===== src/rtl/cmplx_pkg.sv =====
// Shared complex-number types and word/tag sizing for the multiplier arbiter.
package cmplx_pkg;

    localparam int unsigned WORD_SIZE = 8;
    localparam int unsigned WORD_W    = WORD_SIZE;
    localparam int unsigned MAX_REQ   = 8;
    localparam int unsigned IDX_W     = $clog2(MAX_REQ);

    typedef struct packed {
        logic signed [WORD_W-1:0] re;
        logic signed [WORD_W-1:0] im;
    } cmplx_t;

    // Ownership record travelling alongside each in-flight multiply.
    typedef struct packed {
        logic             valid;
        logic [IDX_W-1:0] idx;
    } tag_t;

endpackage


===== src/rtl/cmult_arbiter_rr_arbiter.sv =====
// Round-robin arbiter: search starts one past the last winner; owns the rotation pointer.
module rr_arbiter
    import cmplx_pkg::*;
#(
    parameter int unsigned NUM_REQ = 2
) (
    input  logic               clk,
    input  logic               reset,
    input  logic [NUM_REQ-1:0] req_i,
    input  logic               update_i,
    output logic [NUM_REQ-1:0] grant_o,
    output logic [IDX_W-1:0]   grant_idx_o
);

    logic [IDX_W-1:0] ptr_q;
    logic             found;
    int unsigned      cand;

    always_comb begin
        grant_o     = '0;
        grant_idx_o = '0;
        found       = 1'b0;
        cand        = 0;
        if (!reset) begin
            for (int unsigned off = 1; off <= NUM_REQ; off++) begin
                cand = (32'(ptr_q) + off) % NUM_REQ;
                if (!found && req_i[cand]) begin
                    found         = 1'b1;
                    grant_o[cand] = 1'b1;
                    grant_idx_o   = IDX_W'(cand);
                end
            end
        end
    end

    always_ff @(posedge clk) begin
        if (reset) begin
            ptr_q <= IDX_W'(NUM_REQ - 1);
        end else if (update_i) begin
            ptr_q <= grant_idx_o;
        end
    end

endmodule


===== src/rtl/cmult_arbiter.sv =====
// Shares one pipelined complex multiplier between NUM_REQ requesters; a tag pipe
// matched to the core latency routes each result back to the requester that issued it.
module cmult_arbiter
    import cmplx_pkg::*;
#(
    parameter int unsigned NUM_REQ  = 2,
    parameter int unsigned W        = WORD_W,
    parameter int unsigned MULT_LAT = 3
) (
    input  logic                 clk,
    input  logic                 reset,
    input  logic [NUM_REQ-1:0]   req_valid,
    output logic [NUM_REQ-1:0]   req_ready,
    input  logic [NUM_REQ*W-1:0] req_re_a,
    input  logic [NUM_REQ*W-1:0] req_im_a,
    input  logic [NUM_REQ*W-1:0] req_re_q,
    input  logic [NUM_REQ*W-1:0] req_im_q,
    output logic [NUM_REQ-1:0]   rsp_valid,
    output logic [W-1:0]         rsp_re,
    output logic [W-1:0]         rsp_im,
    output logic                 m_in_valid,
    output logic [W-1:0]         m_re_a,
    output logic [W-1:0]         m_im_a,
    output logic [W-1:0]         m_re_q,
    output logic [W-1:0]         m_im_q,
    input  logic                 m_out_valid,
    input  logic [W-1:0]         m_re_res,
    input  logic [W-1:0]         m_im_res
);

    logic [NUM_REQ-1:0] grant;
    logic [IDX_W-1:0]   grant_idx;
    logic               transfer;
    int unsigned        sel;

    logic               m_in_valid_q, m_in_valid_d;
    logic [W-1:0]       m_re_a_q, m_re_a_d;
    logic [W-1:0]       m_im_a_q, m_im_a_d;
    logic [W-1:0]       m_re_q_q, m_re_q_d;
    logic [W-1:0]       m_im_q_q, m_im_q_d;

    tag_t               tag_q [MULT_LAT+1];
    tag_t               tag_d;
    tag_t               tag_out;
    logic               rsp_fire;

    logic [NUM_REQ-1:0] rsp_valid_q, rsp_valid_d;
    logic [W-1:0]       rsp_re_q, rsp_re_d;
    logic [W-1:0]       rsp_im_q, rsp_im_d;

    rr_arbiter #(
        .NUM_REQ (NUM_REQ)
    ) u_rr (
        .clk         (clk),
        .reset       (reset),
        .req_i       (req_valid),
        .update_i    (transfer),
        .grant_o     (grant),
        .grant_idx_o (grant_idx)
    );

    assign req_ready = grant;
    assign transfer  = |(req_valid & grant);
    assign sel       = 32'(grant_idx);

    always_comb begin
        m_in_valid_d = transfer;
        m_re_a_d     = m_re_a_q;
        m_im_a_d     = m_im_a_q;
        m_re_q_d     = m_re_q_q;
        m_im_q_d     = m_im_q_q;
        if (transfer) begin
            m_re_a_d = req_re_a[sel*W +: W];
            m_im_a_d = req_im_a[sel*W +: W];
            m_re_q_d = req_re_q[sel*W +: W];
            m_im_q_d = req_im_q[sel*W +: W];
        end
    end

    // Stage k holds the tag of the op that was on the core input k cycles ago.
    always_comb begin
        tag_d.valid = transfer;
        tag_d.idx   = grant_idx;
        tag_out     = tag_q[MULT_LAT];
        rsp_fire    = m_out_valid & tag_out.valid;
        rsp_valid_d = '0;
        rsp_re_d    = rsp_re_q;
        rsp_im_d    = rsp_im_q;
        if (rsp_fire) begin
            rsp_valid_d = NUM_REQ'(1) << tag_out.idx;
            rsp_re_d    = m_re_res;
            rsp_im_d    = m_im_res;
        end
    end

    always_ff @(posedge clk) begin
        if (reset) begin
            m_in_valid_q <= 1'b0;
            m_re_a_q     <= '0;
            m_im_a_q     <= '0;
            m_re_q_q     <= '0;
            m_im_q_q     <= '0;
            rsp_valid_q  <= '0;
            rsp_re_q     <= '0;
            rsp_im_q     <= '0;
            for (int k = 0; k <= MULT_LAT; k++) begin
                tag_q[k] <= '0;
            end
        end else begin
            m_in_valid_q <= m_in_valid_d;
            m_re_a_q     <= m_re_a_d;
            m_im_a_q     <= m_im_a_d;
            m_re_q_q     <= m_re_q_d;
            m_im_q_q     <= m_im_q_d;
            rsp_valid_q  <= rsp_valid_d;
            rsp_re_q     <= rsp_re_d;
            rsp_im_q     <= rsp_im_d;
            tag_q[0]     <= tag_d;
            for (int k = 1; k <= MULT_LAT; k++) begin
                tag_q[k] <= tag_q[k-1];
            end
        end
    end

    assign m_in_valid = m_in_valid_q;
    assign m_re_a     = m_re_a_q;
    assign m_im_a     = m_im_a_q;
    assign m_re_q     = m_re_q_q;
    assign m_im_q     = m_im_q_q;
    assign rsp_valid  = rsp_valid_q;
    assign rsp_re     = rsp_re_q;
    assign rsp_im     = rsp_im_q;

    // A core result without a matching in-flight tag (or vice versa) is a protocol error.
    tag_align_a: assert property (@(posedge clk) disable iff (reset)
        m_out_valid == tag_q[MULT_LAT].valid);

endmodule


===== config.mk =====
export PLATFORM = sky130hd
export DESIGN_NAME = cmult_arbiter
export DESIGN_NICKNAME = d
export VERILOG_FILES = /design/src/rtl/cmplx_pkg.sv /design/src/rtl/cmult_arbiter_rr_arbiter.sv /design/src/rtl/cmult_arbiter.sv
export SDC_FILE = /design/constraint.sdc
export NUM_CORES = 1
export LEC_CHECK = 0
export CAP_MARGIN = 40
export CELL_PAD_IN_SITES_DETAIL_PLACEMENT = 0
export CELL_PAD_IN_SITES_GLOBAL_PLACEMENT = 2
export CORE_ASPECT_RATIO = 1.4
export CORE_UTILIZATION = 35
export CTS_BUF_LIST = sky130_fd_sc_hd__clkbuf_2
export CTS_CLUSTER_SIZE = 40
export DETAILED_ROUTE_END_ITERATION = 6
export DONT_BUFFER_PORTS = 1
export MAX_ROUTING_LAYER = met4
export PLACE_DENSITY_LB_ADDON = 0.1
export SLEW_MARGIN = 20
export SYNTH_ARGS = -nofsm -noshare
export SYNTH_HDL_FRONTEND = slang
export SYNTH_SLANG_ARGS = --single-unit
export TNS_END_PERCENT = 50

===== constraint.sdc =====
create_clock -name clk -period 1.6 [get_ports clk]
set_clock_uncertainty 0.15 [all_clocks]
set_input_delay 0.16 -clock clk [delete_from_list [all_inputs] [get_ports clk]]
set_output_delay 0.16 -clock clk [all_outputs]
set_load 0.01 [all_outputs]

==> results of run 1 <==
## state kept, by name, indices dropped and copies added, names as in the netlist
signal / count
rsp_im: 8
tag_q: 8
rsp_re: 8
rsp_valid: 2
m_im_q: 8
m_im_a: 8
m_re_q: 8
m_re_a: 8
u_rr.ptr_q: 1
## cell type report
cell class | count | area (um^2)
Timing Repair Buffer | 80 | 876
Inverter | 33 | 124
Tap cell | 72 | 90.1
Sequential cell | 59 | 1180
Fill cell | 598 | 2910
Multi-Input combinational cell | 131 | 1030
Clock inverter | 6 | 80.1
Clock buffer | 10 | 50.0
## metrics by stage
| stage | instances | utilization [%] |
|---|---|---|
| after floorplan | 249 | - |
| after global placement | 300 | 37.7 |
| after detailed placement | 300 | 37.7 |
| after CTS | 387 | 51.7 |
| after global routing | 391 | 54.2 |
| final | 391 | 54.2 |
## cells in the mapped netlist (all sizes together)
cell type	number	area share [%]
a2111oi	32	12
a21oi	17	3.6
a221o	32	14
and2	2	0.53
and3b	2	0.75
buf	8	2.5
clkbuf	18	2.9
dfxtp	59	50
inv	33	5.3
nand2	34	5.5
nor2	2	0.43
nor2b	6	1.6
nor3	2	0.43
nor3b	1	0.32
o21ai	1	0.21
## critical path: stages, from the launching register on
cell	delay (ns)
dfxtp_2	0.36
nand2_2	0.05
buf_4	0.14
buf_6	0.19
a2111oi_1	0.57
a221o_1	0.18
## kinds of logic (layout without fill, tap and decap cells)
logic type / count (synthesis) / in the layout / synth area share (%)
AO/OA/AOI/OAI: 82 / 82 / 29.4
flip-flops: 59 / 59 / 50.3
buffers and inverters: 59 / 129 / 10.7
AND/OR/NAND/NOR: 49 / 49 / 9.60
## worst paths after layout
check	to	slack [ns]	cells after the start
worst min-delay path	m_re_q[3]	-0.13	2
worst max register to register	m_im_q[3]	-0.08	5
worst max-delay path	m_im_q[3]	-0.08	5
worst min register to register	rsp_valid[0]	0.27	1
## power by group
part / leakage (uW) / total [uW] / internal, uW / switching, uW
logic: 0.000790 / 434 / 253 / 182
clock network: 0.0000770 / 1050 / 512 / 538
registers: 0.000485 / 1660 / 1560 / 98.8
total: 0.00135 / 3140 / 2320 / 818
## layout by cell type (no fill, tap or decap), drive strengths merged
master,n
a221o,32
buf,10
nor2,2
inv,33
o21ai,1
and2,2
nor3b,1
clkinv,3
nor3,2
dlygate4sd3,69
clkbuf,11
a2111oi,32
a21oi,17
bufinv,2
clkinvlp,1
nand2,34
and3b,2
nor2b,6
dfxtp,59
## layer usage
layer / vias up / share of wire (%) / GRT usage (%)
met1: 1063 / 37 / 20.3
met4: 0 / 1.1 / 8.62
met5: - / 0 / -
met3: 8 / 7.1 / 7.26
met2: 104 / 54 / 34.7
li1: 1045 / - / -
## what timing repair did
item                                    in CTS  in global routing
hold buffers                                67                  3
pin swaps                                    3                  3
endpoints found under the setup margin       2                 32
hold endpoints to repair                    59                 32
resized for setup                           10                 33
gates cloned                                 1                  1
buffers inserted                             3                  1
==> flow_summary.json, run 1 <==
{
  "outcome": "complete, but fails checks",
  "violations": "DRC, hold timing, setup timing",
  "grt.total_usage_pct": 20.1,
  "vias": 2220,
  "period_share_pct": 105,
  "clkSlewWorstSetupHoldPaths_ns": 0.17,
  "dr.pass1.iters": 6,
  "cts-root-buf": "clkbuf_2",
  "wire_per_inst_um": 17.6,
  "hp-start": "req_valid[1]",
  "core_area_um2": 6340,
  "stdcell_area_um2": 3430,
  "crit_start": "u_rr.ptr_q[0]",
  "place.gp.congestion": 0.740,
  "htreeDepth": 3,
  "start_kind": "flop",
  "fmax_ghz": 0.594,
  "path_class": "reg -> reg",
  "hold_ws_ns": -0.129,
  "required_ns": 1.88,
  "cts_buffers": 9,
  "cts.sinks": 59,
  "rows": 34,
  "holdCritPathClass": "in -> reg",
  "rsz0062_at_grt": "yes",
  "insertedDiodeCount": 0,
  "die_h_um": 98.9,
  "antenna_found_initial": 0,
  "port_buffers": 0,
  "final_max_slew_viol_count": 0,
  "drv_cap": 0,
  "syn_area_um2": 2350,
  "clkLatencyLatePin_ns": 0.47,
  "ant_nets": 0,
  "cts_buffer_depth": 2,
  "tns_ns": -0.199,
  "grt_max_degree": 44,
  "dpl_cell_area_um2": 2390,
  "ios": 138,
  "ys_warn_count": 0,
  "yosysUniqueCellTypes": 18,
  "reg2reg_from": "u_rr.ptr_q[0]",
  "die_area_um2": 7040,
  "drtIter0Drc": 80,
  "vdd_ir_drop_max_v": 0.000433,
  "grt_overflow": 0,
  "cts_tree": "yes",
  "start_util_pct": 37.0,
  "path_max_fanout": 30,
  "drt-total-wl_mm": 6.88,
  "setup_viol": 3,
  "p_per_area_nw_per_um2": 915,
  "dp_hpwl_mm": 3.89,
  "fin_crit_ns": 1.68,
  "end_kind": "flop",
  "leakagePower_uw": 0.00135,
  "drc": 6,
  "ys_seq_elements": 59,
  "tightest_slew_ns": 0.647,
  "synth_nets": 334,
  "finalPower_uw": 3140,
  "synth_cells": 249,
  "grt_pass1_vias": 2181,
  "hold_viol": 32,
  "vias_per_cell": 5.68,
  "layout-drive-gt1-share_pct": 12.9,
  "yosysSeqAreaShare_pct": 50.3,
  "grt_pass1_wl_mm": 10.6,
  "cp.arrival_ns": 1.97,
  "die_w_um": 71.2,
  "syn-mean-instance-area_um2": 9.43,
  "pre_cts_ws_ns": 0.0443,
  "final_nets": 399,
  "relSlewSlack_pct": 56.8,
  "areaGrowthSynthToFinish_pct": 46.3,
  "setup_ws_ns": -0.0840
}
Note: power is estimated with default switching activity, not from simulation.
==> inputs of run 2 (changes only) <==
--- a/config.mk
+++ b/config.mk
@@ -16,7 +16,7 @@
 export DONT_BUFFER_PORTS = 1
 export MAX_ROUTING_LAYER = met4
 export PLACE_DENSITY_LB_ADDON = 0.1
-export SLEW_MARGIN = 20
+export SLEW_MARGIN = 0
 export SYNTH_ARGS = -nofsm -noshare
 export SYNTH_HDL_FRONTEND = slang
 export SYNTH_SLANG_ARGS = --single-unit
==> results of run 2 <==
The final DEF is identical to that of run 1; final timing and power are the same.
==> inputs of run 3 (changes only) <==
--- a/config.mk
+++ b/config.mk
@@ -9,13 +9,12 @@
 export CELL_PAD_IN_SITES_DETAIL_PLACEMENT = 0
 export CELL_PAD_IN_SITES_GLOBAL_PLACEMENT = 2
 export CORE_ASPECT_RATIO = 1.4
-export CORE_UTILIZATION = 35
+export CORE_UTILIZATION = 21
 export CTS_BUF_LIST = sky130_fd_sc_hd__clkbuf_2
 export CTS_CLUSTER_SIZE = 40
 export DETAILED_ROUTE_END_ITERATION = 6
-export DONT_BUFFER_PORTS = 1
 export MAX_ROUTING_LAYER = met4
-export PLACE_DENSITY_LB_ADDON = 0.1
+export PLACE_DENSITY = 0.9
 export SLEW_MARGIN = 0
 export SYNTH_ARGS = -nofsm -noshare
 export SYNTH_HDL_FRONTEND = slang
==> flow_summary.json, run 3 (same netlist as run 1, synthesis figures left out) <==
{
  "p_per_area_nw_per_um2": 853,
  "areaGrowthSynthToFinish_pct": 84.8,
  "cts_tree": "yes",
  "dp_hpwl_mm": 5.23,
  "hp-start": "m_im_res[7]",
  "fmax_ghz": 0.611,
  "leakagePower_uw": 0.00188,
  "grt_overflow": 0,
  "fin_crit_ns": 1.64,
  "end_kind": "primary output",
  "wire_per_inst_um": 14.2,
  "critPathTopFamily": "flip-flops",
  "grt_max_degree": 34,
  "multi_input_area_um2": 990,
  "die_area_um2": 11600,
  "vias": 2465,
  "tightest_slew_ns": 0.405,
  "insertedDiodeCount": 0,
  "layout-drive-gt1-share_pct": 18.4,
  "ff_latch_area_um2": 1210,
  "critPathSlowestCell": "dfxtp_2",
  "final_cell_mix": "clkdlybuf4s50_1, dlygate4sd2_1, dfxtp_1",
  "clkLatencyLatePin_ns": 0.48,
  "die_w_um": 91.4,
  "required_ns": 1.29,
  "rows": 45,
  "holdCritPathClass": "in -> reg",
  "use_met2_pct": 24.1,
  "cpMostUsedCell": "buf_6",
  "htreeDepth": 3,
  "pre_cts_ws_ns": -0.386,
  "path_cells": "buf_6 > nand2_4 > and3b_2 > buf_6",
  "rr_worst_depth": 6,
  "setup_viol": 9,
  "vdd_ir_drop_max_v": 0.000378,
  "path_class": "reg -> out",
  "core_area_um2": 10900,
  "die_h_um": 127,
  "outcome": "complete, but fails checks",
  "period_share_pct": 102,
  "ios": 138,
  "cts_buffer_depth": 2,
  "busiest_layer": "met2",
  "antenna_found_initial": 0,
  "drc": 0,
  "drt-total-wl_mm": 7.81,
  "cts-root-buf": "clkbuf_2",
  "stdcell_area_um2": 4340,
  "reg2reg_from": "u_rr.ptr_q[0]",
  "critPathBufInv": 2,
  "mostFrequentLayoutCell": "clkdlybuf4s50_1",
  "start_util_pct": 21.6,
  "cts.sinks": 59,
  "port_buffers": 137,
  "grt.total_usage_pct": 13.6,
  "drv_cap": 0,
  "use_met1_pct": 14.5,
  "grt_pass1_vias": 2379,
  "grt_pass1_wl_mm": 11.9,
  "reg2reg_to": "m_re_a[0]",
  "grt_util_met3_pct": 2.74,
  "cp_num_cells": 4,
  "fillers": 1088,
  "reg2reg_slack_ns": -0.03,
  "violations": "setup timing",
  "min_to": "rsp_im[7]",
  "drtIter0Drc": 91,
  "final_nets": 488,
  "setup_ws_ns": -0.0365,
  "dr.pass1.iters": 4,
  "place.gp.congestion": 0.712,
  "cts_buffers": 9,
  "vias_per_cell": 4.49,
  "dpl_cell_area_um2": 3920,
  "hold_viol": 0,
  "utilization_pct": 39.9,
  "clkSlewWorstSetupHoldPaths_ns": 0.17,
  "start_kind": "flop",
  "cp.arrival_ns": 1.33,
  "hold_depth": 3,
  "relSlewSlack_pct": 72.3,
  "max_stage_delay_ns": 0.37,
  "final_max_slew_viol_count": 0,
  "rsz0062_at_grt": "yes",
  "ant_nets": 0,
  "path_max_fanout": 2
}
-- run 3: cell type report --
type	instances	share of cell area (%)
Clock buffer	9	1.04
Multi-Input combinational cell	131	22.8
Clock inverter	7	3.23
Sequential cell	59	27.8
Tap cell	141	4.07
Timing Repair Buffer	169	38.1
Inverter	33	2.86
-- run 3: what timing repair did --
action	4_1_cts	5_1_grt
endpoints found under the hold margin	12	0
gates resized for setup	89	27
setup endpoints to repair	53	28
hold buffers	10	0
cloned	0	3
pin swaps	9	3
buffers inserted	2	0
-- run 3: how the worst max path moves through the flow --
stage | start | to | slack (ns)
global route | u_rr.ptr_q[0] | req_ready[1] | -0.12
finish | u_rr.ptr_q[0] | req_ready[1] | -0.04
CTS | u_rr.ptr_q[0] | req_ready[0] | -0.17
global placement | req_valid[1] | m_re_a[1] | -0.32
floorplan | u_rr.ptr_q[0] | m_im_a[5] | 0.17
detailed placement | req_valid[1] | m_re_a[2] | -0.39
-- run 3: stage by stage --
stage	hold WS [ns]	cells	TNS [ns]	total power (uW)
finish	0.0731	549	-0.119	3700
CTS	0.00525	546	-0.290	3720
floorplan	0.110	249	0	1860
global route	0.00226	549	-0.840	3890
global placement	0.249	518	-9.18	2290
detailed placement	0.254	518	-10.42	2300
-- run 3: metal layers --
layer | vias up | wire [um]
met5 | - | 0
met4 | 0 | 136
met3 | 12 | 413
met2 | 105 | 4060
met1 | 1123 | 3200
li1 | 1225 | -
-- run 3: where the power goes --
group          switching [uW]  total (uW)  leakage, uW  internal, uW
combinational             274         685      0.00129           412
clock                     576        1400    0.0000981           826
sequential               46.4        1610     0.000492          1560
-- run 3: tightest hold or removal path, cell delays in order --
cell and delay [ns]:
clkdlybuf4s50_1 0.40, nand2_1 0.06, a21oi_1 0.05
==> edit: new RTL, config.mk and constraints of run 2 <==
Change the parameter `MULT_LAT` from 3 to 2.
--- a/src/rtl/cmult_arbiter.sv
+++ b/src/rtl/cmult_arbiter.sv
@@ -5,7 +5,7 @@
 #(
     parameter int unsigned NUM_REQ  = 2,
     parameter int unsigned W        = WORD_W,
-    parameter int unsigned MULT_LAT = 3
+    parameter int unsigned MULT_LAT = 2
 ) (
     input  logic                 clk,
     input  logic                 reset,
Function: changed (a bounded check fails within 10 cycles, from zero or initial values and one cycle with reset high).
==> edit against run 2 <==
The run ends with setup timing left. Combinational power grew 17%. Worst hold slack improved by 0.18 ns. Fmax rose by 1.4%. Clock power down 15%. Sequential power is 3% lower. Critical path depth down 1. Cell area increased by 4.2%. Sequential cell count decreased by 2. Area after synthesis decreased by 2.2%. Setup slack improved by 0.023 ns. First-iteration DRC count shrank 6.3%. Wire length is 7.8% higher. Power shrank 4.0%. Largest cell class unchanged. Highest routed layer unchanged.
==> edit: results (changes against run 2) <==
The pre-CTS setup slack came out at 0.0545 ns (+0.0102 ns). The final reports fail on setup timing. The switching power came to 0.868 mW (+6.0%). The final weighted congestion in routability-driven placement came to 0.736 (-0.54%). The total wire length was 7410 µm (+7.8%). The endpoint arrival time on the critical path came out at 1.35 ns (-0.62 ns). The delay contributed by the slowest stage of the critical path came out at 0.37 ns (-0.20 ns). The area fraction in compound gates after synthesis came out at 30.1% (+0.66 points).

The accumulated negative setup slack came out at -0.0770 ns (+0.122 ns). The pin count of the biggest net entering global routing is 41 (-6.8%). The layout cell share with drive strength beyond 1 was 13.3% (+0.46 points). The number of global-route vias before repair is 2386 (+9.4%). The final-layout fill cell count was 563 (-5.9%). The part of the power in registers is 53.6% (+0.9 points). The detailed placer's ending HPWL came out at 3950 µm (+1.6%). The all-layer global routing usage is 22.7% (+2.5 points). The warning count from the yosys run is 0 (unchanged).

The vias per cell came out at 5.62 (-1.1%). The commonest cells after synthesis are sky130_fd_sc_hd__dfxtp_1 (57), sky130_fd_sc_hd__inv_1 (33), sky130_fd_sc_hd__nand2_1 (33), sky130_fd_sc_hd__a2111oi_0 (32), sky130_fd_sc_hd__a221o_1 (32). The number of placed cells counting well taps is 297 (-1.0%). The final worst-path setup slack came out at -0.0615 ns (+0.0225 ns). The fraction of met3 tracks used by global routing came out at 6.81% (-0.45 points).

The leakage dissipation is 1.41 nW (+4.3%). The final-report setup violation count was 2 (-1). The first-pass GRT wire length came to 11700 µm (+10%). The highest net fanout along the worst path is 2 (-93%). The wire length on met2 came out at 3800 µm (+1.7%). The met2 demand-to-capacity share in global routing is 37.9% (+3.2 points). The number of buffer cells added on primary ports is 0 (unchanged). The number of remaining DRC errors came to 0 (-6). The power drawn by the sequential cells came out at 1.61 mW (-3%). The final net count came out at 418 (+4.8%). In this design, the largest share of critical-path delay is due to flip-flops. The slew at the pin closest to its max-slew limit is 0.664 ns (+0.0170 ns). The met1 wire length came out at 2830 µm (+10%). The total cell area at the placement stage came out at 2340 µm² (-2.1%). The number of instances resized during post-cts repair came out at 8 (-2). The met3 routed wirelength is 584 µm (+20%).

The run finished, with violations left. The fraction of synthesized cell area taken by the top area cell type came out at 49.7% (-0.62 points). The number of buffers inserted by hold repair at cts was 93 (+39%). The worst supply voltage drop on vdd came out at 427 µV (-1.4%). The number of nets produced by synthesis is 330 (-1.2%). The met1 capacity usage during global routing came out at 24.0% (+3.7 points). The slowest stage of the critical path belongs to the cell sky130_fd_sc_hd__dfxtp_2. The first-pass detailed-route iteration total came to 4 (-2). By area the synthesized netlist is led by sky130_fd_sc_hd__dfxtp_1 (50%), sky130_fd_sc_hd__a221o_1 (14%), sky130_fd_sc_hd__a2111oi_0 (12%). The post-synthesis sequential area ratio is 49.7% (-0.62 points).
[edit: final cells by class]
| class | count | area [µm²] | share of cell area (%) |
|---|---|---|---|
| sequential | 57 | 1140 | 31.9 |
| inverter | 33 | 124 | 3.46 |
| clock inverter | 7 | 61.3 | 1.71 |
| timing repair buffer | 103 | 1080 | 30.1 |
| clock buffer | 9 | 45.0 | 1.26 |
| tap | 72 | 90.1 | 2.52 |
| multi-input combinational | 129 | 1040 | 29.0 |
[edit: worst paths after layout]
kind | start | cells after the start | endpoint | slack [ns]
worst min register to register | tag_q[0][8]$_SDFF_PP0_ | 1 | rsp_valid[0]$_SDFF_PP0_ | 0.27
worst max register to register | u_rr.ptr_q[0]$_SDFFE_PP1P_ | 5 | m_im_q[0]$_SDFFE_PP0P_ | -0.02
worst min-delay path | m_out_valid | 3 | rsp_im[7]$_SDFFE_PP0N_ | 0.05
worst max-delay path | u_rr.ptr_q[0]$_SDFFE_PP1P_ | 4 | req_ready[1] | -0.06
